[src/rtl/ext_world_io_bridge.sv]
// Bridge between processor I/O ports and a host: change capture into an 8-deep record FIFO plus host-written input registers.
// Optional build macro EXT_IO_TIMESTAMP_EN adds an 8-bit timestamp field to every record.
module ext_world_io_bridge (
    input  logic        clk,
    input  logic        Reset,
    input  logic [7:0]  OutExtWorld1,
    input  logic [7:0]  OutExtWorld2,
    input  logic [7:0]  OutExtWorld3,
    input  logic [7:0]  OutExtWorld4,
    output logic [7:0]  InpExtWorld1,
    output logic [7:0]  InpExtWorld2,
    output logic [7:0]  InpExtWorld3,
    output logic [7:0]  InpExtWorld4,
    input  logic        HostWrEn,
    input  logic [1:0]  HostWrPort,
    input  logic [7:0]  HostWrData,
    output logic        RecValid,
    input  logic        RecReady,
`ifdef EXT_IO_TIMESTAMP_EN
    output logic [17:0] RecData,
`else
    output logic [9:0]  RecData,
`endif
    output logic [3:0]  Level,
    output logic        Overflow,
    input  logic        OvfClr
);

`ifdef EXT_IO_TIMESTAMP_EN
    localparam int REC_W = 18;
`else
    localparam int REC_W = 10;
`endif

    logic [7:0]       out_s      [4];
    logic [7:0]       prev_q     [4];
    logic [7:0]       prev_d     [4];
    logic [7:0]       cap_q      [4];
    logic [7:0]       cap_d      [4];
    logic [7:0]       inp_q      [4];
    logic [7:0]       inp_d      [4];
    logic [3:0]       pending_q;
    logic [3:0]       pending_d;
    logic [REC_W-1:0] mem_q      [8];
    logic [REC_W-1:0] mem_d      [8];
    logic [2:0]       wr_ptr_q;
    logic [2:0]       wr_ptr_d;
    logic [2:0]       rd_ptr_q;
    logic [2:0]       rd_ptr_d;
    logic [3:0]       level_q;
    logic [3:0]       level_d;
    logic             ovf_q;
    logic             ovf_d;
    logic [3:0]       detect_s;
    logic [3:0]       drain_s;
    logic [1:0]       drain_idx_s;
    logic             pop_s;
    logic             push_s;
    logic             can_push_s;
    logic             ovf_set_s;
    logic [REC_W-1:0] rec_s;
`ifdef EXT_IO_TIMESTAMP_EN
    logic [7:0]       ts_q;
    logic [7:0]       ts_d;
    logic [7:0]       ts_cap_q   [4];
    logic [7:0]       ts_cap_d   [4];
`endif

    // Gather the processor output ports into an indexable array.
    always_comb begin
        out_s[0] = OutExtWorld1;
        out_s[1] = OutExtWorld2;
        out_s[2] = OutExtWorld3;
        out_s[3] = OutExtWorld4;
    end

    // Change detection and lowest-index-first drain arbitration.
    always_comb begin
        pop_s      = (level_q != 4'd0) && RecReady;
        // A full FIFO still accepts a record when the head leaves at the same edge.
        can_push_s = (level_q != 4'd8) || pop_s;
        for (int i = 0; i < 4; i++) begin
            detect_s[i] = (out_s[i] != prev_q[i]);
        end
        drain_s = 4'b0000;
        if (can_push_s) begin
            if (pending_q[0]) begin
                drain_s = 4'b0001;
            end else if (pending_q[1]) begin
                drain_s = 4'b0010;
            end else if (pending_q[2]) begin
                drain_s = 4'b0100;
            end else if (pending_q[3]) begin
                drain_s = 4'b1000;
            end else begin
                drain_s = 4'b0000;
            end
        end else begin
            drain_s = 4'b0000;
        end
        push_s = |drain_s;
        case (drain_s)
            4'b0001: drain_idx_s = 2'd0;
            4'b0010: drain_idx_s = 2'd1;
            4'b0100: drain_idx_s = 2'd2;
            4'b1000: drain_idx_s = 2'd3;
            default: drain_idx_s = 2'd0;
        endcase
`ifdef EXT_IO_TIMESTAMP_EN
        rec_s = {ts_cap_q[drain_idx_s], drain_idx_s, cap_q[drain_idx_s]};
`else
        rec_s = {drain_idx_s, cap_q[drain_idx_s]};
`endif
    end

    // Next state for per-port capture, pending bits and the overflow flag.
    always_comb begin
        ovf_set_s = 1'b0;
        for (int i = 0; i < 4; i++) begin
            prev_d[i]    = out_s[i];
            cap_d[i]     = cap_q[i];
            pending_d[i] = pending_q[i] & ~drain_s[i];
`ifdef EXT_IO_TIMESTAMP_EN
            ts_cap_d[i]  = ts_cap_q[i];
`endif
            if (detect_s[i]) begin
                // Newest value wins; the loss only counts if the old one is not leaving now.
                cap_d[i]     = out_s[i];
                pending_d[i] = 1'b1;
`ifdef EXT_IO_TIMESTAMP_EN
                ts_cap_d[i]  = ts_q;
`endif
                if (pending_q[i] && !drain_s[i]) begin
                    ovf_set_s = 1'b1;
                end else begin
                    ovf_set_s = ovf_set_s;
                end
            end else begin
                cap_d[i] = cap_q[i];
            end
        end
        if (ovf_set_s) begin
            ovf_d = 1'b1;
        end else if (OvfClr) begin
            ovf_d = 1'b0;
        end else begin
            ovf_d = ovf_q;
        end
`ifdef EXT_IO_TIMESTAMP_EN
        ts_d = ts_q + 8'd1;
`endif
    end

    // Next state for the record FIFO storage, pointers and occupancy.
    always_comb begin
        for (int j = 0; j < 8; j++) begin
            mem_d[j] = mem_q[j];
        end
        if (push_s) begin
            mem_d[wr_ptr_q] = rec_s;
            wr_ptr_d        = wr_ptr_q + 3'd1;
        end else begin
            wr_ptr_d = wr_ptr_q;
        end
        if (pop_s) begin
            rd_ptr_d = rd_ptr_q + 3'd1;
        end else begin
            rd_ptr_d = rd_ptr_q;
        end
        level_d = level_q + {3'b000, push_s} - {3'b000, pop_s};
    end

    // Next state for the host-written processor input registers.
    always_comb begin
        for (int i = 0; i < 4; i++) begin
            inp_d[i] = inp_q[i];
        end
        if (HostWrEn) begin
            case (HostWrPort)
                2'd0:    inp_d[0] = HostWrData;
                2'd1:    inp_d[1] = HostWrData;
                2'd2:    inp_d[2] = HostWrData;
                2'd3:    inp_d[3] = HostWrData;
                default: inp_d[0] = inp_q[0];
            endcase
        end else begin
            inp_d[0] = inp_q[0];
        end
    end

    // State register with synchronous reset.
    always_ff @(posedge clk) begin
        if (Reset) begin
            for (int i = 0; i < 4; i++) begin
                prev_q[i]   <= 8'h00;
                cap_q[i]    <= 8'h00;
                inp_q[i]    <= 8'h00;
`ifdef EXT_IO_TIMESTAMP_EN
                ts_cap_q[i] <= 8'h00;
`endif
            end
            for (int j = 0; j < 8; j++) begin
                mem_q[j] <= '0;
            end
            pending_q <= 4'b0000;
            wr_ptr_q  <= 3'd0;
            rd_ptr_q  <= 3'd0;
            level_q   <= 4'd0;
            ovf_q     <= 1'b0;
`ifdef EXT_IO_TIMESTAMP_EN
            ts_q      <= 8'h00;
`endif
        end else begin
            for (int i = 0; i < 4; i++) begin
                prev_q[i]   <= prev_d[i];
                cap_q[i]    <= cap_d[i];
                inp_q[i]    <= inp_d[i];
`ifdef EXT_IO_TIMESTAMP_EN
                ts_cap_q[i] <= ts_cap_d[i];
`endif
            end
            for (int j = 0; j < 8; j++) begin
                mem_q[j] <= mem_d[j];
            end
            pending_q <= pending_d;
            wr_ptr_q  <= wr_ptr_d;
            rd_ptr_q  <= rd_ptr_d;
            level_q   <= level_d;
            ovf_q     <= ovf_d;
`ifdef EXT_IO_TIMESTAMP_EN
            ts_q      <= ts_d;
`endif
        end
    end

    assign RecValid     = (level_q != 4'd0);
    assign RecData      = mem_q[rd_ptr_q];
    assign Level        = level_q;
    assign Overflow     = ovf_q;
    assign InpExtWorld1 = inp_q[0];
    assign InpExtWorld2 = inp_q[1];
    assign InpExtWorld3 = inp_q[2];
    assign InpExtWorld4 = inp_q[3];

endmodule

[config.mk]
export PLATFORM = sky130hd
export DESIGN_NAME = ext_world_io_bridge
export DESIGN_NICKNAME = d
export VERILOG_FILES = /design/src/rtl/ext_world_io_bridge.sv
export SDC_FILE = /design/constraint.sdc
export NUM_CORES = 1
export LEC_CHECK = 0
export CAP_MARGIN = 20
export CORE_MARGIN = 2
export CORE_UTILIZATION = 23
export DETAILED_ROUTE_END_ITERATION = 12
export GPL_TIMING_DRIVEN = 0
export SYNTH_ARGS = -nofsm -noshare
export SYNTH_HDL_FRONTEND = slang
export SYNTH_SLANG_ARGS = --single-unit
[constraint.sdc]
create_clock -name clk -period 5.9 [get_ports clk]
set_input_delay 0.885 -clock clk [delete_from_list [all_inputs] [get_ports clk]]
set_output_delay 0.885 -clock clk [all_outputs]
set_load 0.01 [all_outputs]
==> qor.yml <==
setup_path:
  critPathArrivalTime_ns: 2.95
  worst_setup_path_start_kind: "flop"
  crit_required_ns: 5.02
  reg2reg_to: "Level[2]"
  crit_end: "RecData[3]"
  crit_family: "buffers and inverters"
  cp_slowest_cell: "clkbuf_1"
  end_kind: "primary output"
  crit_cells: 4
  path_buf_inv: 2
  worstPathCellList: "clkbuf_1, mux4_2, mux2_2, clkdlybuf4s50_1"
  path_class: "flop to primary output"
  cp_max_fo: 10
  slowest_delay_ns: 0.74
  reg2reg_from: "Level[2]"
  reg2reg_setup_slack_ns: 3.18
  ff2ff_path_depth: 13
clock_tree:
  cts_buffers: 17
  holdBufCountCts: 0
  cts_tree: "yes"
  clock_latency_ns: 0.43
  clk_pin_slew_worst_paths_ns: 0.07
  postCtsResizedCells: 0
  post_cts_buffers: 0
  h-tree-depth: 4
  root_buffer: "clkbuf_16"
  clockBufferDepth: 2
  cts.sinks: 194
global_route:
  grt_pass1_wl_microns: 33500
  grt_max_degree: 20
  grt_pass1_vias: 6026
  track_usage: 0.114
  antenna_found_initial: 0
  grt-ovfl-total: 0
yosys:
  synth_warnings: 0
  netlist_instances: 766
  synth.top_cell.area_share: 0.389
  syn_nets: 822
  yosys-top-cells-area: "dfxtp_1 (39%), edfxtp_1 (12%), mux2i_1 (5.9%)"
  syn_avg_cell_area_sq_um: 10.9
  seq_area_frac_synth: 0.504
  async_flop_share: 0
  syn_area_sq_mm: 0.00834
  synth_top_cell_by_area: "dfxtp_1"
  ys.flop_type: "dfxtp_1"
  ys_types: 56
  synth_seq_cells: 194
  synth_edf_count: 32
floorplanning:
  core_area_sq_mm: 0.0357
  initial_core_util: 0.234
  io-pin-count: 95
  rows: 69
  dieArea_sq_mm: 0.0378
  die-width_microns: 194
  die_h_microns: 194
power:
  netSwitchingFraction: 0.311
  irDropWorstVdd_v: 0.000189
  p_sw_w: 0.00113
  p_leak_nw: 3.91
  p_seq_frac: 0.422
  comb_power_share: 0.254
  power_frac_clock: 0.324
  p_per_area_mw_per_mm2: 347
  p_int_w: 0.00250
hold_path:
  min-delay-start: "rd_ptr_q[1]"
  hold_path.class: "flop to flop"
placed_design:
  dp_cells: 1321
  place.gp.congestion: 0.793
  place_hpwl_microns: 15200
  dpl_cell_area_sq_mm: 0.00986
  portBuffers: 94
sta:
  rsz0062_at_grt: "false"
  finalClockSkew_ns: 0.0107
  slew_headroom: 0.341
  tightest_slew_ns: 0.988
  timing.setup.tns_ns: 0
  min_period_over_period: 0.650
  final-setup-viol-count: 0
  final-hold-violation-count: 0
  period_minus_slack_ns: 3.83
  fmax_ghz: 0.261
  whs_ns: 0.478
  final-max-slew-violation-count: 0
final_layout:
  fin_cells: 1353
  diodes: 0
  drive_gt1_frac: 0.112
  fin_nets: 935
  areaGrowthSynthToFinish_pct: 25.4
  layout_common_cells: "dfxtp_1 (162), clkdlybuf4s50_1 (94), o22ai_1 (72)"
  fin_area_sq_mm: 0.0105
  final_common_cell: "dfxtp_1"
drt:
  drt_iter0_markers: 470
  detail-route-antenna-nets: 0
  drt-wirelength-per-cell_microns: 15.4
  viasPerCell: 4.29
  first_pass_iters: 11
  totalWireLength_microns: 20900
  drc: 5
  route.vias.total: 5809
outcome:
  violations: "DRC"
  outcome: "finished, violations left"
job:
  maxCapViolCount: 0
-- power groups by stage --
stage	clock network, W	registers, W	logic [W]
after floorplan	0	0.00155	0.000609
after detailed placement	0	0.00156	0.000925
after global routing	0.00126	0.00155	0.00101
after CTS	0.00121	0.00153	0.000930
after global placement	0	0.00156	0.000917
final	0.00118	0.00153	0.000922
-- state kept, by name, indices dropped and copies added, names as in the netlist, named ones only --
| name | count |
|---|---|
| pending_q | 4 |
| prev_q | 32 |
| mem_q | 80 |
| inp_q | 32 |
| rd_ptr_q | 3 |
| Level | 4 |
| Overflow | 1 |
| wr_ptr_q | 3 |
| cap_q | 32 |
-- kinds of logic after synthesis --
logic type | Yosys count | synth area share
simple gates | 256 | 0.184
flops | 194 | 0.504
compound gates | 117 | 0.0922
mux | 79 | 0.126
buf+inv | 73 | 0.0391
xor+xnor | 38 | 0.0399
fa+ha+maj | 9 | 0.0144
-- synthesized netlist by cell type, types with 2 or more instances --
| master | n |
|---|---|
| xnor2_1 | 26 |
| or2_1 | 2 |
| mux2i_1 | 49 |
| and4bb_2 | 2 |
| a221o_2 | 8 |
| inv_1 | 26 |
| mux4_2 | 20 |
| o21ai_0 | 4 |
| buf_1 | 8 |
| and2_1 | 41 |
| nand3b_1 | 2 |
| or3_1 | 3 |
| ha_1 | 8 |
| clkbuf_1 | 25 |
| nand4b_4 | 2 |
| nand2_1 | 5 |
| nor3_2 | 2 |
| nor3b_2 | 2 |
| buf_2 | 6 |
| xor2_1 | 12 |
| edfxtp_1 | 32 |
| nor2_1 | 66 |
| a21oi_1 | 24 |
| nor4_1 | 2 |
| nor2b_1 | 33 |
| o22ai_1 | 72 |
| dfxtp_1 | 162 |
| nand4_1 | 6 |
| nand3_1 | 3 |
| buf_6 | 4 |
| mux2_2 | 10 |
| buf_4 | 4 |
| a31oi_1 | 2 |
| nand2b_1 | 71 |
-- worst min-delay path: stages, from the launching register on --
cell,delay (ns)
dfxtp_1,0.31
nand2_1,0.05
a21oi_1,0.06
-- through the flow --
stage	total power, W	setup WS, ns	util
CTS	0.00367	2.02	0.293
detailed placement	0.00249	2.40	0.277
global route	0.00382	1.89	0.293
floorplan	0.00216	3.26	-
global placement	0.00248	2.41	0.277
finish	0.00363	2.07	0.293
-- metal layers --
| layer | vias to the layer above | routed length, microns | GRT usage |
|---|---|---|---|
| met5 | - | 0 | 0 |
| met4 | 0 | 210 | 0.0316 |
| met3 | 10 | 670 | 0.0226 |
| met2 | 99 | 10100 | 0.190 |
| met1 | 2788 | 9910 | 0.149 |
| li1 | 2912 | - | - |
-- cell type report --
cell class	count	area, sq um
inverters	26	97.6
fillers	3717	25200
plain buffers	47	229
flip-flops and latches	194	4200
repair buffers	94	941
clock inverters	14	170
multi-input cells	499	3810
clock buffers	18	429
well taps	461	577
-- worst min path at each step --
stage | endpoint | cells after the start | slack [ns]
after global placement | mem_q[6][7] | 2 | 0.46
after CTS | rd_ptr_q[1] | 2 | 0.48
final | flop | 2 | 0.48
after global routing | mem_q[6][3] | 2 | 0.51
after detailed placement | mem_q[7][7] | 2 | 0.47
after floorplan | flop | 2 | 0.45
Power figures use the tool's default switching activity.
